**config.mk**
```make
export PLATFORM = sky130hd
export DESIGN_NAME = ltssm_rx_sequencer
export DESIGN_NICKNAME = d
export VERILOG_FILES = /design/src/rtl/ltssm_pkg.sv /design/src/rtl/os_run_counter.sv /design/src/rtl/ltssm_rx_sequencer.sv
export SDC_FILE = /design/constraint.sdc
export NUM_CORES = 1
export LEC_CHECK = 0
export ABC_CLOCK_PERIOD_IN_PS = 2400
export BUFFER_PORTS_ARGS = -buffer_cell sky130_fd_sc_hd__buf_4
export CAP_MARGIN = 10
export CELL_PAD_IN_SITES_DETAIL_PLACEMENT = 0
export CELL_PAD_IN_SITES_GLOBAL_PLACEMENT = 1
export CORE_MARGIN = 4
export CORE_UTILIZATION = 39
export CTS_BUF_LIST = sky130_fd_sc_hd__clkbuf_4
export CTS_CLUSTER_DIAMETER = 120
export DETAILED_ROUTE_END_ITERATION = 12
export GPL_TIMING_DRIVEN = 0
export PLACE_DENSITY = 0.86
export SYNTH_ARGS = -nofsm -noshare
export SYNTH_HDL_FRONTEND = slang
export SYNTH_HIERARCHICAL = 1
export SYNTH_SLANG_ARGS = --single-unit
```
**constraint.sdc**
```tcl
create_clock -name clk -period 2.4 [get_ports clk]
set_input_delay 0.24 -clock clk [delete_from_list [all_inputs] [get_ports clk]]
set_output_delay 0.24 -clock clk [all_outputs]
set_load 0.01 [all_outputs]
```
**src/rtl/ltssm_pkg.sv**
```systemverilog
// ltssm_pkg
//   Shared definitions for the LTSSM receive-side sequencer and its ordered-set
//   checker: substate encoding, L0 code, port-direction encoding and the widths
//   of the run counter and the timeout timer.
package ltssm_pkg;

  typedef enum logic [3:0] {
    DETECT_QUIET          = 4'd0,
    DETECT_ACTIVE         = 4'd1,
    POLLING_ACTIVE        = 4'd2,
    POLLING_CONFIGURATION = 4'd3,
    CFG_LINKWIDTH_START   = 4'd4,
    CFG_LINKWIDTH_ACCEPT  = 4'd5,
    CFG_LANENUM_WAIT      = 4'd6,
    CFG_LANENUM_ACCEPT    = 4'd7,
    CFG_COMPLETE          = 4'd8,
    CFG_IDLE              = 4'd9,
    L0                    = 4'd10
  } substate_t;

  localparam logic [3:0] L0_CODE = 4'd10;

  localparam int DEVTYPE_DOWNSTREAM = 0;
  localparam int DEVTYPE_UPSTREAM   = 1;

  localparam int OS_COUNT_W = 5;
  localparam int TIMER_W    = 25;

  // Substates whose exit is decided by counting ordered sets.
  function automatic logic is_os_state(substate_t s);
    return (s >= POLLING_ACTIVE) && (s <= CFG_IDLE);
  endfunction

endpackage

```
**src/rtl/os_run_counter.sv**
```systemverilog
// os_run_counter
//   Length of the current run of consecutive matching ordered sets.
//   Clears to 0 on reset or clear, otherwise increments on countup and
//   saturates at its all-ones value.
// Ports:
//   clk, reset : clock, synchronous active-high reset
//   clear      : zero the run on this edge
//   countup    : one more matching ordered set
//   count      : current run length
module os_run_counter
  import ltssm_pkg::*;
(
  input  logic                  clk,
  input  logic                  reset,
  input  logic                  clear,
  input  logic                  countup,
  output logic [OS_COUNT_W-1:0] count
);

  always_ff @(posedge clk) begin
    if (reset || clear) begin
      count <= '0;
    end else if (countup && (count != {OS_COUNT_W{1'b1}})) begin
      count <= count + 1'b1;
    end
  end

endmodule

```
**src/rtl/ltssm_rx_sequencer.sv**
```systemverilog
// ltssm_rx_sequencer
//   Steps the receive-side LTSSM substate from detect through configuration to
//   L0, advancing on a threshold run of matching ordered sets reported by the
//   checker, and resetting the checker for one cycle on every substate change.
//   Optional substate timeout is compiled in with `define LTSSM_SEQ_TIMEOUT_EN.
// Ports:
//   clk, reset      : clock, synchronous active-high reset
//   rx_detected     : receiver detected / electrical idle exit
//   os_countup      : checker reports one more matching ordered set
//   os_resetcounter : checker run valid (0 clears the run)
//   substate        : current substate, to the checker
//   checker_reset_n : active-low checker reset, low the first cycle of a substate
//   os_count        : current consecutive ordered-set run length
//   link_up         : high while in L0
//   timeout_evt     : one-cycle pulse when a substate times out
//
// state                 | meaning
// DETECT_QUIET          | dwell DETECT_QUIET_CYCLES cycles
// DETECT_ACTIVE         | one cycle: go to polling if a receiver is seen
// POLLING_ACTIVE..IDLE  | advance on OS_THRESHOLD run (downstream skips LW accept)
// L0                    | link up, terminal until reset
module ltssm_rx_sequencer
  import ltssm_pkg::*;
#(
  parameter int DEVICETYPE          = DEVTYPE_DOWNSTREAM,
  parameter int OS_THRESHOLD        = 8,
  parameter int DETECT_QUIET_CYCLES = 16,
  parameter int TIMEOUT_CYCLES      = 24000000
) (
  input  logic                  clk,
  input  logic                  reset,
  input  logic                  rx_detected,
  input  logic                  os_countup,
  input  logic                  os_resetcounter,
  output logic [3:0]            substate,
  output logic                  checker_reset_n,
  output logic [OS_COUNT_W-1:0] os_count,
  output logic                  link_up,
  output logic                  timeout_evt
);

  localparam int QUIET_W = (DETECT_QUIET_CYCLES > 1) ? $clog2(DETECT_QUIET_CYCLES) : 1;
  localparam logic [QUIET_W-1:0]    QUIET_LAST = QUIET_W'(DETECT_QUIET_CYCLES - 1);
  localparam logic [OS_COUNT_W-1:0] OS_THR     = OS_COUNT_W'(OS_THRESHOLD);

  substate_t          state_q, state_d;
  logic               crn_q;
  logic [QUIET_W-1:0] quiet_q;
  logic               advance;
  logic               timeout_hit;
  logic               state_chg;

  always_comb begin
    state_d = state_q;
    advance = 1'b0;
    case (state_q)
      DETECT_QUIET:  if (quiet_q == QUIET_LAST) state_d = DETECT_ACTIVE;
      DETECT_ACTIVE: state_d = rx_detected ? POLLING_ACTIVE : DETECT_QUIET;
      L0:            state_d = L0;
      default: begin
        // A downstream checker has no accept check, so that substate is a
        // fixed one-cycle pass-through rather than a counted one.
        if ((DEVICETYPE == DEVTYPE_DOWNSTREAM) && (state_q == CFG_LINKWIDTH_ACCEPT)) begin
          advance = 1'b1;
        end else if (crn_q && (os_count == OS_THR)) begin
          advance = 1'b1;
        end
        if (advance) begin
          state_d = substate_t'(state_q + 4'd1);
        end else if (timeout_hit) begin
          state_d = DETECT_QUIET;
        end
      end
    endcase
  end

  assign state_chg = (state_d != state_q);

  always_ff @(posedge clk) begin
    if (reset) begin
      state_q <= DETECT_QUIET;
      crn_q   <= 1'b0;
      quiet_q <= '0;
    end else begin
      state_q <= state_d;
      crn_q   <= ~state_chg;
      quiet_q <= (state_chg || (state_q != DETECT_QUIET)) ? '0 : quiet_q + 1'b1;
    end
  end

`ifdef LTSSM_SEQ_TIMEOUT_EN
  localparam logic [TIMER_W-1:0] TIMER_LAST = TIMER_W'(TIMEOUT_CYCLES - 1);

  logic [TIMER_W-1:0] timer_q;
  logic               tmo_q;

  assign timeout_hit = is_os_state(state_q) && (timer_q == TIMER_LAST);

  always_ff @(posedge clk) begin
    if (reset) begin
      timer_q <= '0;
      tmo_q   <= 1'b0;
    end else begin
      timer_q <= (state_chg || !is_os_state(state_q)) ? '0 : timer_q + 1'b1;
      // Advance takes priority, so a same-cycle threshold gives no pulse.
      tmo_q   <= timeout_hit & ~advance;
    end
  end

  assign timeout_evt = tmo_q;
`else
  // No timer: substates wait indefinitely. TIMEOUT_CYCLES stays in the
  // parameter list so both builds instantiate identically.
  localparam bit TIMEOUT_CFG_VALID = (TIMEOUT_CYCLES > 0);

  assign timeout_hit = 1'b0;
  assign timeout_evt = 1'b0 & TIMEOUT_CFG_VALID;
`endif

  // Clearing on the changing edge keeps the count at 0 for the whole cycle
  // the checker is held in reset.
  os_run_counter u_run (
    .clk     (clk),
    .reset   (reset),
    .clear   (state_chg | ~crn_q | ~os_resetcounter),
    .countup (os_countup),
    .count   (os_count)
  );

  assign substate        = state_q;
  assign checker_reset_n = crn_q;
  assign link_up         = (state_q == L0_CODE);

endmodule

```
==> flow_summary_export.csv, run 1 <==
group,metric,value,unit
status,status,"completed",
finish,final_cell_area,1250,um2
clocking,clock_latency,270,ps
worst_setup_path,worstPathRequired,2610,ps
global_routing,top_usage_layer,"met2",
floorplanning,ios,17,
global_routing,grt_pass1_vias,858,
finish,fillers,226,
min_path,hp-class,"in2reg",
logic_synthesis,avgSynthCellArea,9.11,um2
clocking,h-tree-depth,1,
detailed_routing,routed-via-count,885,
pwr,finalPower,0.000703,W
floorplanning,die_h,58.0,um
placed_design,dp_slack,-258,ps
finish,regArea,288,um2
logic_synthesis,synth_area_leader_cell,"dfxtp_1",
logic_synthesis,syn_inst,107,
finish,multi_input_area,686,um2
logic_synthesis,synth_edf_count,0,
detailed_routing,wirelength,2240,um
placed_design,hpwlAfterDp,1620,um
worst_setup_path,crit_type,"reg2reg",
sta,setup_viol,0,
sta,finalWorstSetupSlack,218,ps
clocking,path_clk_slew,80,ps
sta,fmax,458,MHz
logic_synthesis,synthTopCellsByArea,"dfxtp_1 (29%), ha_1 (9.0%), a2111oi_4 (5.6%)",
global_routing,grt_pass1_wl,3910,um
pwr,p_int,0.000467,W
global_routing,overflow,0,
detailed_routing,first_iter_violations,24,
worst_setup_path,timing.rr.end,"u_run/count[3]$_SDFFE_PP0P_",
detailed_routing,drtPass1Iterations,4,
worst_setup_path,startpoint_type,"flop",
worst_setup_path,critical_path_arrival,2390,ps
global_routing,antenna_found_initial,0,
worst_setup_path,cp_max_fo,7,
logic_synthesis,ys_ff_latch,14,
logic_synthesis,yosysTopAreaCellShare,28.8,%
placed_design,portBuffers,15,
sta,rsz0062_at_grt,"no",
clocking,clock_sinks,14,
pwr,p_leak,0.515,nW
detailed_routing,ant_nets,0,
worst_setup_path,worstRegToRegCells,9,
placed_design,gp_congestion,0.793,
finish,layoutNonFillerInstCount,162,
global_routing,groute.usage.overall,14.7,%
detailed_routing,via_per_inst,5.46,
clocking,cts_tree,"done",
global_routing,met2_usage,23.2,%
floorplanning,die_area,3360,um2
logic_synthesis,synth_warnings,6,
finish,antennaDiodeCount,0,
pwr,p_comb_share,40.2,%
detailed_routing,drc_errors,0,
pwr,clkPwrFrac,19.0,%
logic_synthesis,synth_fp_nets,119,
clocking,numCtsBuffers,3,
pwr,pwr-share-seq,40.8,%
floorplanning,rows,17,
logic_synthesis,synth-main-ff-cell,"dfxtp_1",
floorplanning,coreArea,2300,um2
global_routing,grt.met3_usage,2.90,%
sta,slew_viol_final,0,
pwr,switchingPower,0.000236,W
global_routing,grt_max_degree,11,
logic_synthesis,async_flop_share,0,%
logic_synthesis,synth_seq_area_share,28.8,%
finish,fin_nets,147,
placed_design,place_area,1120,um2
worst_setup_path,crit_end,"u_run/count[3]$_SDFFE_PP0P_",
sta,fin_skew,0.575,ps
logic_synthesis,netlist_area,975,um2
worst_setup_path,worstSetupEndpointType,"flop",
clocking,clock-root-buffer,"clkbuf_4",
floorplanning,initial_core_util,42.4,%
worst_setup_path,r2r_slack,220,ps
worst_setup_path,crit_start,"substate[0]$_SDFF_PP0_",
logic_synthesis,synth_cell_types,48,
placed_design,dpl.cell_count,150,
finish,drive_above_1_share,38.8,%
detailed_routing,wl_per_cell,13.8,um
sta,timing.setup.tns,0,ps
sta,post-route-min-period,2180,ps
job,cap_violations,0,
clocking,clk_path_buf_depth,2,
pwr,power.density,565,nW/um2
floorplanning,fp.dieW,58.0,um
pwr,vdd_drop_max,0.377,mV
finish,syn_to_final_growth,27.9,%
sta,hold_viol,0,
pwr,switching_share,33.6,%
sta,layout_worst_path_cycle_share,90.9,%
worst_setup_path,r2r-start,"substate[0]$_SDFF_PP0_",
global_routing,globalRouteMet1Util,19.6,%
[flip-flops by register name, summed over array words and instances (netlist names)]
register / count
quiet_q: 4
u_run/count: 5
substate: 4
checker_reset_n: 1
[cells by family (layout without fill, tap and decap cells)]
kind of cell,after synthesis,in the layout,synth area share (%)
DFF,14,14,28.8
xor gates and xnor gates,4,4,3.60
adders and majority gates,7,7,8.99
buffers and inverters,7,34,3.98
AOI/OAI and AO/OA,26,26,23.1
and+or+nand+nor,48,48,31.2
other,1,1,0.385
[cells in the final DEF, fill, tap and decap left out, drive strengths merged, types with 4 or more instances in the layout]
master,n
and3,5
ha,7
dfxtp,14
o21ai,4
inv,4
a21oi,7
buf,26
nand2,6
nor2,8
[cell usage after synthesis, types with 2 or more instances]
| cell type | count |
|---|---|
| dfxtp_1 | 14 |
| and3_2 | 2 |
| a2111oi_4 | 2 |
| nor2_1 | 7 |
| xnor2_1 | 3 |
| o21ai_0 | 4 |
| nor4_1 | 2 |
| and2b_2 | 3 |
| inv_1 | 4 |
| nand3_1 | 3 |
| nand2_1 | 6 |
| a21oi_1 | 7 |
| and3_1 | 3 |
| a211oi_2 | 2 |
| nand4_1 | 3 |
| ha_1 | 7 |
| and3b_1 | 2 |
| nor3_1 | 3 |
[worst max-delay path, cell delays in order, from the launching register on]
cell       delay, ps
dfxtp_4          370
buf_4            140
ha_4             190
nand2b_1         120
o21ai_0          130
a221o_1          370
a2111oi_4        270
nand4_1          140
or2_4            290
a21oi_1          120
[area by class of cell]
type / instances / share of cell area [%]
Multi-Input combinational cell: 86 / 55.0
Sequential cell: 14 / 23.1
Timing Repair Buffer: 23 / 13.9
Tap cell: 28 / 2.81
Buffer: 3 / 1.91
Clock buffer: 3 / 1.81
Inverter: 4 / 1.20
Clock inverter: 1 / 0.301
[worst min-delay path by stage]
stage                                           start                           to  slack (ps)  depth (start not counted)
after floorplan                                 reset       substate[0]$_SDFF_PP0_         310                          1
after global placement    u_run/count[4]$_SDFFE_PP0P_  u_run/count[4]$_SDFFE_PP0P_         490                          2
after detailed placement  u_run/count[4]$_SDFFE_PP0P_  u_run/count[4]$_SDFFE_PP0P_         490                          2
after CTS                                       reset       substate[0]$_SDFF_PP0_         180                          2
after global routing                            reset       substate[0]$_SDFF_PP0_         200                          2
final                                           reset       substate[0]$_SDFF_PP0_         190                          2
[per-layer routing]
layer	up-vias	share of wire, %
met2	19	48
li1	454	-
met1	408	46
met3	4	4.5
met5	-	0
met4	0	0.89
[power by group through the flow]
stage                     Clock (W)  Combinational, W  Sequential (W)
after detailed placement          0          0.000223        0.000295
after floorplan                   0          0.000163        0.000293
final                      0.000134          0.000283        0.000287
after global placement            0          0.000219        0.000293
after global routing       0.000154          0.000310        0.000291
after CTS                  0.000141          0.000252        0.000292
[what timing repair did]
action,4_1_cts,5_1_grt
setup buffers,3,5
cloned,0,0
pin swaps,4,2
hold buffers,0,0
setup endpoints to repair,5,5
endpoints found under the hold margin,0,0
gates resized for setup,8,3
[metrics by stage]
stage          utilization (%)  hold WS [ps]
2_1_floorplan                -           309
3_5_place_dp              49.0           485
5_1_grt                   54.2           198
4_1_cts                   52.3           178
3_3_place_gp              49.0           487
6_report                  54.2           189
Note: power is estimated with default switching activity, not from simulation.
==> run 2, diff against run 1 <==
- CORE_MARGIN: 4 -> 5
==> run 2 against run 1 <==
Net effect: via count grew 1.0%; utilization shrank 4.2 points; first-iteration DRC count grew 42%; register-to-register slack lost 30 ps; sequential power is essentially flat; final area shrank 2.3%; cell count shrank 0.62%; setup slack lost 32 ps; maximum frequency shrank 1.4%; largest cell class unchanged.
==> flow_summary_export.csv, run 2 (synthesized netlist as in run 1, its figures left out) <==
group,metric,value,unit
clocking,numCtsBuffers,3,
detailed_routing,ant_nets,0,
placed_design,gp_congestion,0.841,
floorplanning,ios,17,
clocking,h-tree-depth,1,
floorplanning,die_area,3600,um2
finish,drive_above_1_share,38.2,%
detailed_routing,drtPass1Iterations,4,
clocking,clk_path_buf_depth,2,
sta,setup_viol,0,
status,status,"completed",
sta,fmax,452,MHz
detailed_routing,wl_per_cell,13.7,um
floorplanning,die_h,60.0,um
worst_setup_path,startpoint_type,"flop",
sta,layout_worst_path_cycle_share,92.3,%
finish,antennaDiodeCount,0,
min_path,hold_depth,2,
clocking,clock_sinks,14,
global_routing,grt_pass1_vias,828,
clocking,clock_latency,270,ps
global_routing,antenna_found_initial,0,
finish,final_cell_area,1220,um2
worst_setup_path,cpMostUsedCell,"a21oi_1",
placed_design,hpwlAfterDp,1640,um
worst_setup_path,worstPathRequired,2610,ps
pwr,p_leak,0.499,nW
worst_setup_path,critPathMaxStageDelay,380,ps
worst_setup_path,critical_path_arrival,2420,ps
detailed_routing,first_iter_violations,34,
worst_setup_path,cp_max_fo,8,
worst_setup_path,critical_path.slowest_cell,"dfxtp_4",
detailed_routing,drc_errors,0,
job,cap_violations,0,
min_path,hp-class,"in2reg",
worst_setup_path,worstRegToRegCells,9,
clocking,cts_tree,"done",
pwr,vdd_drop_max,0.422,mV
floorplanning,rows,18,
finish,largest_reg_flops,5,
sta,post-route-min-period,2210,ps
detailed_routing,routed-via-count,894,
sta,rsz0062_at_grt,"no",
finish,fin_nets,145,
finish,syn_to_final_growth,24.9,%
sta,hold_viol,0,
finish,layoutNonFillerInstCount,161,
floorplanning,coreArea,2430,um2
worst_setup_path,worstSetupEndpointType,"flop",
floorplanning,fp.dieW,60.0,um
placed_design,portBuffers,15,
detailed_routing,via_per_inst,5.55,
sta,fin_skew,2.17,ps
worst_setup_path,r2r_slack,190,ps
global_routing,overflow,0,
detailed_routing,wirelength,2200,um
finish,utilization,50.1,%
worst_setup_path,crit_type,"reg2reg",
placed_design,place_area,1130,um2
pwr,power.density,554,nW/um2
placed_design,dpl.cell_count,152,
finish,final_common_cell,"buf_4",
finish,final_cell_mix,"buf_4 (22), dfxtp_1 (12), nor2_1 (7), a21oi_1 (7), nand2_1 (6)",
worst_setup_path,crit_chain,"inv_2 -> ha_2 -> a21oi_1 -> a22o_1 -> a211oi_2 -> a2111oi_4 -> nand4_1 -> or2_4 -> a21oi_1",
global_routing,grt_max_degree,11,
clocking,hold_buffers,0,
global_routing,grt_pass1_wl,3620,um
sta,slew_viol_final,0,
floorplanning,initial_core_util,40.1,%
clocking,clock-root-buffer,"clkbuf_4",
finish,largest-register,"u_run/count",
clocking,path_clk_slew,80,ps
global_routing,groute.usage.overall,13.1,%
run 2: path summary, 6_finish.rpt:
| kind | startpoint | to |
|---|---|---|
| min | reset | substate[0]$_SDFF_PP0_ |
| min reg2reg | u_run/count[4]$_SDFFE_PP0P_ | u_run/count[4]$_SDFFE_PP0P_ |
| max | substate[1]$_SDFF_PP0_ | u_run/count[3]$_SDFFE_PP0P_ |
| max reg2reg | substate[1]$_SDFF_PP0_ | u_run/count[3]$_SDFFE_PP0P_ |
run 2: metrics by stage:
| stage | power, W | TNS (ps) | hold slack, ps | setup slack, ps |
|---|---|---|---|---|
| 2_1_floorplan | 0.000455 | 0 | 309 | 48.5 |
| 3_3_place_gp | 0.000512 | -1170 | 482 | -247 |
| 3_5_place_dp | 0.000517 | -1240 | 489 | -260 |
| 4_1_cts | 0.000654 | 0 | 189 | 2.90 |
| 5_1_grt | 0.000722 | 0 | 201 | 29.6 |
| 6_report | 0.000674 | 0 | 190 | 186 |
run 2: per-layer routing:
metal	GRT usage (%)	vias up	wire [um]
met4	5.38	0	10
met3	2.81	2	99
met5	0	-	0
met1	16.8	420	1060
met2	21.1	17	1030
li1	-	455	-
run 2: report_power, final:
part / internal (W) / switching (W)
Combinational: 0.000130 / 0.000126
Sequential: 0.000262 / 0.0000279
Clock: 0.0000580 / 0.0000702
Total: 0.000449 / 0.000224
run 2: timing repair:
action,4_1_cts,5_1_grt
setup buffers,1,5
pin swaps,3,2
gates resized for setup,6,3
endpoints found under the hold margin,0,0
endpoints found under the setup margin,5,5
run 2: worst max-delay path: cells and delay by family, from the launching register on:
kind            cells  cell delay, ps
buf+inv             1              90
fa+ha+maj           1             290
simple gates        2             430
flops               1             380
compound gates      5             970
run 2: layout make-up:
class / count / area, um2
Fill cell: 239 / 1210
Multi-Input combinational cell: 86 / 673
Sequential cell: 14 / 288
Timing Repair Buffer: 21 / 158
Tap cell: 30 / 37.5
Buffer: 3 / 23.8
Clock buffer: 3 / 22.5
Inverter: 4 / 15.0
